**config.mk**
```make
export PLATFORM = sky130hd
export DESIGN_NAME = fb_writer
export DESIGN_NICKNAME = d
export VERILOG_FILES = /design/src/rtl/fb_pkg.sv /design/src/rtl/fb_writer_addr_gen.sv /design/src/rtl/fb_writer.sv
export SDC_FILE = /design/constraint.sdc
export NUM_CORES = 1
export LEC_CHECK = 0
export ABC_CLOCK_PERIOD_IN_PS = 3850
export CAP_MARGIN = 25
export CELL_PAD_IN_SITES_DETAIL_PLACEMENT = 0
export CELL_PAD_IN_SITES_GLOBAL_PLACEMENT = 1
export CORE_ASPECT_RATIO = 0.7
export CORE_UTILIZATION = 25
export CTS_CLUSTER_DIAMETER = 50
export CTS_CLUSTER_SIZE = 20
export DETAILED_ROUTE_END_ITERATION = 10
export GPL_ROUTABILITY_DRIVEN = 1
export PLACE_DENSITY = 0.52
export REMOVE_ABC_BUFFERS = 1
export SYNTH_ARGS = -nofsm -noshare
export SYNTH_HDL_FRONTEND = slang
export SYNTH_HIERARCHICAL = 1
export SYNTH_SLANG_ARGS = --single-unit
```
**constraint.sdc**
```tcl
create_clock -name clk -period 3.85 [get_ports clk]
set_input_delay 0.77 -clock clk [delete_from_list [all_inputs] [get_ports clk]]
set_output_delay 0.77 -clock clk [all_outputs]
set_load 0.005 [all_outputs]
```
**src/rtl/fb_pkg.sv**
```systemverilog
// Shared types and constants for the framebuffer write master.
`timescale 1ns/1ps
package fb_pkg;

  typedef enum logic [1:0] {
    SYNC = 2'd0,
    IDLE = 2'd1,
    BUSY = 2'd2
  } state_t;

  localparam int BYTES_PER_PIX = 4;

  localparam logic [2:0] WB_CTI_CLASSIC = 3'b000;
  localparam logic [1:0] WB_BTE_LINEAR  = 2'b00;
  localparam logic [3:0] WB_SEL_ALL     = 4'hF;

  function automatic int idx_width(input int pixels);
    return (pixels > 1) ? $clog2(pixels) : 1;
  endfunction

endpackage

```
**src/rtl/fb_writer_addr_gen.sv**
```systemverilog
// Pixel index / byte offset counters and base latch; produces the registered
// address of the most recently accepted pixel.
`timescale 1ns/1ps
module fb_addr_gen
  import fb_pkg::*;
#(
  parameter int HDISP = 800,
  parameter int VDISP = 480,
  parameter int AW    = 32
) (
  input  logic          clk,
  input  logic          rst_n,
  input  logic          step,
  input  logic          sof,
  input  logic          restart,
  input  logic [AW-1:0] fb_base,
  output logic [AW-1:0] adr,
  output logic          last,
  output logic          sof_err
);

  localparam int NPIX = HDISP * VDISP;
  localparam int IW   = idx_width(NPIX);
  localparam int OW   = IW + 2;

  logic [IW-1:0] index_reg, index_cur, index_next;
  logic [OW-1:0] offset_reg, offset_cur, offset_next;
  logic [AW-1:0] base_reg, base_cur;
  logic [AW-1:0] adr_reg;
  logic          last_reg, sof_err_reg, wrap;

  // An SOF pixel always lands at offset 0 of the freshly sampled base.
  always_comb begin
    index_cur   = sof ? '0 : index_reg;
    offset_cur  = sof ? '0 : offset_reg;
    base_cur    = sof ? fb_base : base_reg;
    wrap        = (index_cur == IW'(NPIX - 1));
    index_next  = wrap ? '0 : index_cur + IW'(1);
    offset_next = wrap ? '0 : offset_cur + OW'(BYTES_PER_PIX);
  end

  always_ff @(posedge clk or negedge rst_n) begin
    if (!rst_n) begin
      index_reg   <= '0;
      offset_reg  <= '0;
      base_reg    <= '0;
      adr_reg     <= '0;
      last_reg    <= 1'b0;
      sof_err_reg <= 1'b0;
    end else begin
      sof_err_reg <= step && sof && !restart && (index_reg != '0);
      if (step) begin
        index_reg  <= index_next;
        offset_reg <= offset_next;
        base_reg   <= base_cur;
        adr_reg    <= base_cur + AW'(offset_cur);
        last_reg   <= wrap;
      end
    end
  end

  assign adr     = adr_reg;
  assign last    = last_reg;
  assign sof_err = sof_err_reg;

endmodule

```
**src/rtl/fb_writer.sv**
```systemverilog
// Wishbone classic-cycle write master streaming raster-order pixels into the
// framebuffer, one 32-bit word per pixel.
`timescale 1ns/1ps
module fb_writer
  import fb_pkg::*;
#(
  parameter int HDISP = 800,
  parameter int VDISP = 480,
  parameter int AW    = 32
) (
  input  logic          clk,
  input  logic          rst_n,
  input  logic          enable,
  input  logic [AW-1:0] fb_base,
  input  logic          pix_valid,
  output logic          pix_ready,
  input  logic [31:0]   pix_data,
  input  logic          pix_sof,
  output logic [AW-1:0] wb_adr,
  output logic [31:0]   wb_dat_ms,
  output logic          wb_we,
  output logic          wb_cyc,
  output logic          wb_stb,
  output logic [3:0]    wb_sel,
  output logic [2:0]    wb_cti,
  output logic [1:0]    wb_bte,
  input  logic          wb_ack,
  output logic          frame_done,
  output logic          sof_err
);

  state_t      state_reg;
  logic        stb_reg, frame_done_reg;
  logic [31:0] dat_reg;
  logic        accept, step, last;

  // Ready follows the current ack so a zero-wait slave sustains one pixel per cycle.
  always_comb begin
    pix_ready = 1'b0;
    if (rst_n) begin
      case (state_reg)
        SYNC:    pix_ready = enable;
        IDLE:    pix_ready = 1'b1;
        BUSY:    pix_ready = wb_ack && enable;
        default: pix_ready = 1'b0;
      endcase
    end
  end

  assign accept = pix_valid && pix_ready;
  assign step   = accept && ((state_reg != SYNC) || pix_sof);

  fb_addr_gen #(
    .HDISP (HDISP),
    .VDISP (VDISP),
    .AW    (AW)
  ) u_addr_gen (
    .clk     (clk),
    .rst_n   (rst_n),
    .step    (step),
    .sof     (pix_sof),
    .restart (state_reg == SYNC),
    .fb_base (fb_base),
    .adr     (wb_adr),
    .last    (last),
    .sof_err (sof_err)
  );

  always_ff @(posedge clk or negedge rst_n) begin
    if (!rst_n) begin
      state_reg      <= SYNC;
      stb_reg        <= 1'b0;
      dat_reg        <= '0;
      frame_done_reg <= 1'b0;
    end else begin
      frame_done_reg <= (state_reg == BUSY) && wb_ack && last;
      case (state_reg)
        SYNC: begin
          if (accept && pix_sof) begin
            state_reg <= BUSY;
            stb_reg   <= 1'b1;
            dat_reg   <= pix_data;
          end
        end
        IDLE: begin
          if (accept) begin
            state_reg <= BUSY;
            stb_reg   <= 1'b1;
            dat_reg   <= pix_data;
          end else if (!enable) begin
            state_reg <= SYNC;
          end
        end
        BUSY: begin
          if (wb_ack) begin
            if (accept) begin
              dat_reg <= pix_data;
            end else begin
              stb_reg   <= 1'b0;
              state_reg <= enable ? IDLE : SYNC;
            end
          end
        end
        default: begin
          state_reg <= SYNC;
          stb_reg   <= 1'b0;
        end
      endcase
    end
  end

  assign wb_stb     = stb_reg;
  assign wb_cyc     = stb_reg;
  assign wb_we      = stb_reg;
  assign wb_dat_ms  = dat_reg;
  assign wb_sel     = WB_SEL_ALL;
  assign wb_cti     = WB_CTI_CLASSIC;
  assign wb_bte     = WB_BTE_LINEAR;
  assign frame_done = frame_done_reg;

endmodule

```
==> results.py, run 1 <==
metrics = {
    "outcome": {
        "status": "finished clean",
    },
    "grt": {
        "grt_pass1_wl_um": 38900,
        "grt_pass1_vias": 6460,
        "overflow": 0,
        "antenna_found_initial": 0,
        "grt_max_degree": 69,
        "grt.total_usage_pct": 14.5,
    },
    "setup_path": {
        "rr_worst_depth": 11,
        "rr_endpoint": "u_addr_gen/adr[24]$_DFFE_PN0P_",
        "cp-end-kind": "flip-flop",
        "crit_path_top_delay_cell": "clkdlybuf4s50_1",
        "path_delay_family": "compound AO/OA/AOI/OAI gates",
        "worstSetupStartpoint": "fb_base[0]",
        "crit_fanout": 3,
        "path_depth": 12,
        "path_cells": "clkdlybuf4s50_1, mux2_2, ha_1, fa_1, buf_4, a41o_1, a31o_1, a21oi_2, o311ai_1, o311ai_2, xnor2_1, mux2_2",
        "cp-start-kind": "input pin",
        "rrSetupSlack_ns": 0.77,
        "r2r-start": "u_addr_gen/base_reg[0]$_DFFE_PN0P_",
        "worstPathArrival_ns": 3.81,
        "crit_buf_inv": 2,
        "slowest_delay_ns": 0.43,
        "critical_path_class": "in -> reg",
        "cpMostUsedCell": "mux2_2",
        "endpoint": "u_addr_gen/adr[24]$_DFFE_PN0P_",
        "required_ns": 4.16,
    },
    "cells_and_area": {
        "diodes": 0,
        "area_delta_synth_final_pct": 32.3,
        "drive_gt1_share_pct": 22.2,
        "stdcell_count": 1444,
        "layout_common_cells": "dfrtp_1, clkdlybuf4s50_1, mux2_2, nand2_1, o21ai_0",
        "final_nets": 1093,
        "fillers": 3394,
        "final_common_cell": "dfrtp_1",
    },
    "yosys": {
        "ys_warn_count": 6,
        "postSynth.asyncResetShare_pct": 100,
        "yosysTopAreaCellShare_pct": 41.9,
        "synth_top_cell_by_area": "dfrtp_1",
        "synthFlopType": "dfrtp_1",
        "synth_seq_cells": 142,
        "synth_cell_types": 84,
        "synth_area_um2": 8480,
        "synthCells": 825,
        "avgSynthCellArea_um2": 10.3,
        "synth.area.top_cells": "dfrtp_1, mux2_2, mux2_4",
        "yosysSeqAreaShare_pct": 41.9,
        "synth_enable_flop_cells": 0,
    },
    "sta": {
        "max_freq_mhz": 286,
        "slew_headroom_pct": 44.0,
        "tightest_slew_ns": 0.839,
        "fin_skew_ns": 0.0118,
        "rsz0062_at_grt": "no",
        "hold_violations": 0,
        "fin_crit_sh_pct": 90.9,
        "fin_crit_ns": 3.50,
        "drv_slew": 0,
        "setup_violations": 0,
    },
    "floorplanning": {
        "ios": 149,
        "dieArea_um2": 34700,
        "num_rows": 56,
        "start_util_pct": 25.4,
        "core-area_um2": 33400,
        "die_x_um": 222,
        "die_y_um": 156,
    },
    "drt": {
        "drc": 0,
        "wirelength_um": 24800,
        "drtAntennaViolNets": 0,
        "dr.pass1.iters": 5,
        "drt-initial-drc-count": 426,
        "wl_per_cell_um": 17.2,
        "vias": 6709,
        "viasPerCell": 4.65,
    },
    "placement": {
        "hpwl_um": 18200,
        "dpl.cell_count": 1413,
        "port_buffers": 139,
        "place.gp.congestion": 0.801,
    },
    "cts": {
        "holdBufCountCts": 0,
        "cts-buffers-inserted": 17,
        "cts.sinks": 142,
        "root_buffer": "clkbuf_16",
        "post_cts_buffers": 0,
        "cts_resized": 0,
        "h-tree-depth": 4,
        "cts_tree": "yes",
        "clkLatencyLatePin_ns": 0.43,
        "cts_max_path_buffers": 2,
        "cts.clk_slew.worst_paths_ns": 0.07,
    },
    "power_and_ir_drop": {
        "max-vdd-ir-drop_mv": 0.263,
        "powerDensity_nw_per_um2": 649,
        "fin_total_pwr_mw": 7.27,
        "power.leakage_nw": 4.75,
    },
    "run": {
        "maxCapViolations": 0,
    },
    "hold_path": {
        "holdCritPathClass": "in -> async",
    },
}
## power by group
| part | switching [mW] | internal [mW] | leakage, nW | total [mW] |
|---|---|---|---|---|
| clock network | 0.704 | 0.970 | 0.270 | 1.67 |
| registers | 0.342 | 2.07 | 1.77 | 2.41 |
| logic | 1.29 | 1.90 | 2.71 | 3.19 |
## cell families after synthesis
family                   after synthesis  synth area share [%]
AO/OA/AOI/OAI                        192                  15.3
XOR/XNOR                              23                  2.38
adder cells (fa/ha/maj)               27                  4.06
buffers and inverters                 68                  4.50
flip-flops                           142                  41.9
multiplexers                         112                  16.1
other                                  2                0.0886
AND/OR/NAND/NOR                      259                  15.6
## synth_stat cells, types with 15 or more instances
master    count
mux2_2       75
buf_2        15
and3_1       15
mux2_4       30
nand2_1      72
dfrtp_1     142
a21oi_1      44
nor2b_1      29
nor2_1       43
clkbuf_1     15
ha_1         25
inv_1        15
o21ai_0      58
nand3_1      32
## through the flow
| step | hold WS [ns] | cell area, um^2 | setup slack [ns] | TNS [ns] | util [%] |
|---|---|---|---|---|---|
| 6_report | 0.196 | 11200 | 0.349 | 0 | 33.5 |
| 3_3_place_gp | 0.480 | 10600 | -0.0801 | -0.202 | 31.8 |
| 5_1_grt | 0.202 | 11200 | 0.117 | 0 | 33.5 |
| 3_5_place_dp | 0.482 | 10600 | -0.140 | -0.555 | 31.8 |
| 4_1_cts | 0.199 | 11200 | 0.320 | 0 | 33.5 |
| 2_1_floorplan | 0.453 | 8180 | -2.62 | -146.11 | - |
## cell type report
class / instances / area, um^2 / area share [%]
clock inverter: 13 / 143 / 1.27
tap: 435 / 544 / 4.85
timing repair buffer: 198 / 1900 / 16.9
sequential: 142 / 3550 / 31.7
clock buffer: 18 / 439 / 3.92
inverter: 16 / 60.1 / 0.536
multi-input combinational: 622 / 4580 / 40.8
## metal layers
layer	track usage [%]	share of wire, %	vias up
met5	0	0	-
met4	3.41	0.87	0
met3	2.28	2.2	13
met2	20.3	41	80
met1	22.7	56	3279
li1	-	-	3337
## worst min-delay path by stage
stage | to | slack (ns) | depth (start not counted)
6_report | u_addr_gen/adr[23]$_DFFE_PN0P_ | 0.20 | 1
3_3_place_gp | wb_dat_ms[2]$_DFFE_PN0P_ | 0.48 | 1
3_5_place_dp | wb_dat_ms[3]$_DFFE_PN0P_ | 0.48 | 1
5_1_grt | u_addr_gen/adr[23]$_DFFE_PN0P_ | 0.20 | 1
2_1_floorplan | u_addr_gen/offset_reg[6]$_DFFE_PN0P_ | 0.45 | 1
4_1_cts | u_addr_gen/adr[23]$_DFFE_PN0P_ | 0.20 | 1
No activity file was read; power rests on OpenSTA's default activity.
==> run 2: changes to the inputs <==
- CORE_UTILIZATION: 25 -> 42
- PLACE_DENSITY: 0.52 -> 0.81
==> run 2 against run 1 <==
Effect of this change: first-iteration DRC count shrank 2.1%; combinational power is essentially flat; via count grew 2.6%; clock skew shrank 0.0043 ns; flip-flop and latch count is the same; sequential power is essentially flat; cell count shrank 12%; design area shrank 2.9%; setup slack lost 0.067 ns; global-route usage grew 7.3 points; largest power group unchanged; highest routed layer unchanged.
==> results.py, run 2 (synthesis gave the netlist of run 1 again) <==
metrics = {
    "drt": {
        "wl_per_cell_um": 17.0,
        "drt-initial-drc-count": 417,
        "drc": 0,
        "viasPerCell": 5.41,
        "wirelength_um": 21700,
        "dr.pass1.iters": 5,
        "vias": 6883,
        "drtAntennaViolNets": 0,
    },
    "setup_path": {
        "critical_path_class": "in -> reg",
        "cp-start-kind": "input pin",
        "worstPathArrival_ns": 3.88,
        "crit_path_top_delay_cell": "fa_1",
        "required_ns": 4.17,
        "path_cells": "clkdlybuf4s50_1, mux2_2, ha_1, fa_1, maj3_2, o211ai_2, a2111oi_1, a311oi_2, o21ai_0, xor2_1, mux2_2",
        "crit_fanout": 4,
        "cpMostUsedCell": "mux2_2",
        "cp-end-kind": "flip-flop",
        "slowest_delay_ns": 0.45,
    },
    "cts": {
        "cts.clk_slew.worst_paths_ns": 0.06,
        "post_cts_buffers": 0,
        "clkLatencyLatePin_ns": 0.43,
        "holdBufCountCts": 0,
        "cts-buffers-inserted": 17,
        "h-tree-depth": 4,
        "cts_tree": "yes",
        "cts_resized": 0,
        "root_buffer": "clkbuf_16",
        "cts_max_path_buffers": 2,
        "cts.sinks": 142,
    },
    "sta": {
        "slew_headroom_pct": 41.7,
        "max_freq_mhz": 280,
        "tightest_slew_ns": 0.871,
        "drv_slew": 0,
        "fin_crit_sh_pct": 92.7,
        "hold_slack_ns": 0.179,
        "setup_violations": 0,
        "fin_skew_ns": 0.00753,
        "hold_violations": 0,
        "fin_crit_ns": 3.57,
        "rsz0062_at_grt": "no",
        "tns_ns": 0,
    },
    "hold_path": {
        "holdCritPathClass": "in -> async",
    },
    "grt": {
        "overflow": 0,
        "grt_pass1_wl_um": 35100,
        "grt.total_usage_pct": 21.8,
        "grt_pass1_vias": 6583,
        "antenna_found_initial": 0,
        "grt_max_degree": 65,
    },
    "power_and_ir_drop": {
        "comb_power_share_pct": 44.1,
        "p_int_mw": 4.86,
        "p_seq_share_pct": 33.7,
        "net-switching-power_mw": 2.29,
        "power.leakage_nw": 4.70,
        "powerDensity_nw_per_um2": 657,
        "swShare_pct": 32.1,
        "max-vdd-ir-drop_mv": 0.323,
        "p_clk_share_pct": 22.2,
    },
    "cells_and_area": {
        "drive_gt1_share_pct": 21.6,
        "diodes": 0,
        "final_nets": 1086,
        "layout_common_cells": "dfrtp_1, clkdlybuf4s50_1, mux2_2, nand2_1, o21ai_0",
        "area_delta_synth_final_pct": 28.5,
        "final_common_cell": "dfrtp_1",
    },
    "floorplanning": {
        "die_y_um": 121,
        "die_x_um": 172,
        "dieArea_um2": 20800,
        "core-area_um2": 19800,
        "start_util_pct": 42.8,
        "ios": 149,
        "num_rows": 43,
    },
    "placement": {
        "port_buffers": 139,
        "place.gp.congestion": 0.864,
        "hpwl_um": 15500,
    },
    "run": {
        "maxCapViolations": 0,
    },
    "outcome": {
        "status": "finished clean",
    },
}
run 2: cell types whose count changed in the layout (fill, tap and decap cells not counted), sizes merged:
cell and delta:
inv +4, bufinv -1, clkbuf -1, clkinvlp -2
clkinv +1, buf -7
run 2: final timing paths:
kind                                                          from                             end  slack, ns  cells past startpoint
min in group clk                          wb_dat_ms[2]$_DFFE_PN0P_        wb_dat_ms[2]$_DFFE_PN0P_       0.49                      1
worst min-delay path                                         rst_n        state_reg[1]$_DFFE_PN0P_       0.18                      1
worst max-delay path                                    fb_base[0]  u_addr_gen/adr[18]$_DFFE_PN0P_       0.28                     11
worst max register to register  u_addr_gen/base_reg[0]$_DFFE_PN0P_  u_addr_gen/adr[18]$_DFFE_PN0P_       0.70                     10
worst min register to register            wb_dat_ms[2]$_DFFE_PN0P_        wb_dat_ms[2]$_DFFE_PN0P_       0.49                      1
max in group asynchronous                                    rst_n  u_addr_gen/adr[12]$_DFFE_PN0P_       2.55                      2
run 2: area by class of cell:
cell class	count	area (um^2)
Fill cell	1774	8910
Multi-Input combinational cell	622	4570
Sequential cell	142	3550
Timing Repair Buffer	191	1800
Clock buffer	17	425
Tap cell	270	338
Clock inverter	15	136
Inverter	16	60.1
run 2: per-layer routing:
layer | share of wire, % | global-route usage, % | vias to the layer above
li1 | - | - | 3333
met2 | 41 | 30.3 | 224
met5 | 0 | 0 | -
met4 | 1.2 | 5.42 | 0
met3 | 7.2 | 6.07 | 20
met1 | 51 | 32.8 | 3306
run 2: power by group through the flow:
stage	sequential, mW	combinational, mW	clock [mW]
after global placement	2.41	3.11	0
after CTS	2.41	3.18	1.62
final	2.41	3.16	1.59
after global routing	2.48	3.44	1.70
after floorplan	2.39	1.81	0
after detailed placement	2.43	3.15	0
run 2: per-stage QoR:
step           instance area, um^2  utilization (%)  power [mW]  std cells  setup WS, ns
3_3_place_gp                 10300             52.2        5.52       1241       -0.0786
4_1_cts                      10900             55.0        7.21       1273         0.321
2_1_floorplan                 8180                -        4.20        780         -2.62
5_1_grt                      10900             55.0        7.62       1273        0.0992
6_report                     10900             55.0        7.16       1273         0.282
3_5_place_dp                 10300             52.2        5.59       1241        -0.116
run 2: worst max-delay path, delay by kind of cell:
family | cells | cell delay (ns)
xor+xnor | 1 | 0.16
mux | 2 | 0.55
buf+inv | 1 | 0.43
fa+ha+maj | 3 | 1.04
compound gates | 4 | 0.93
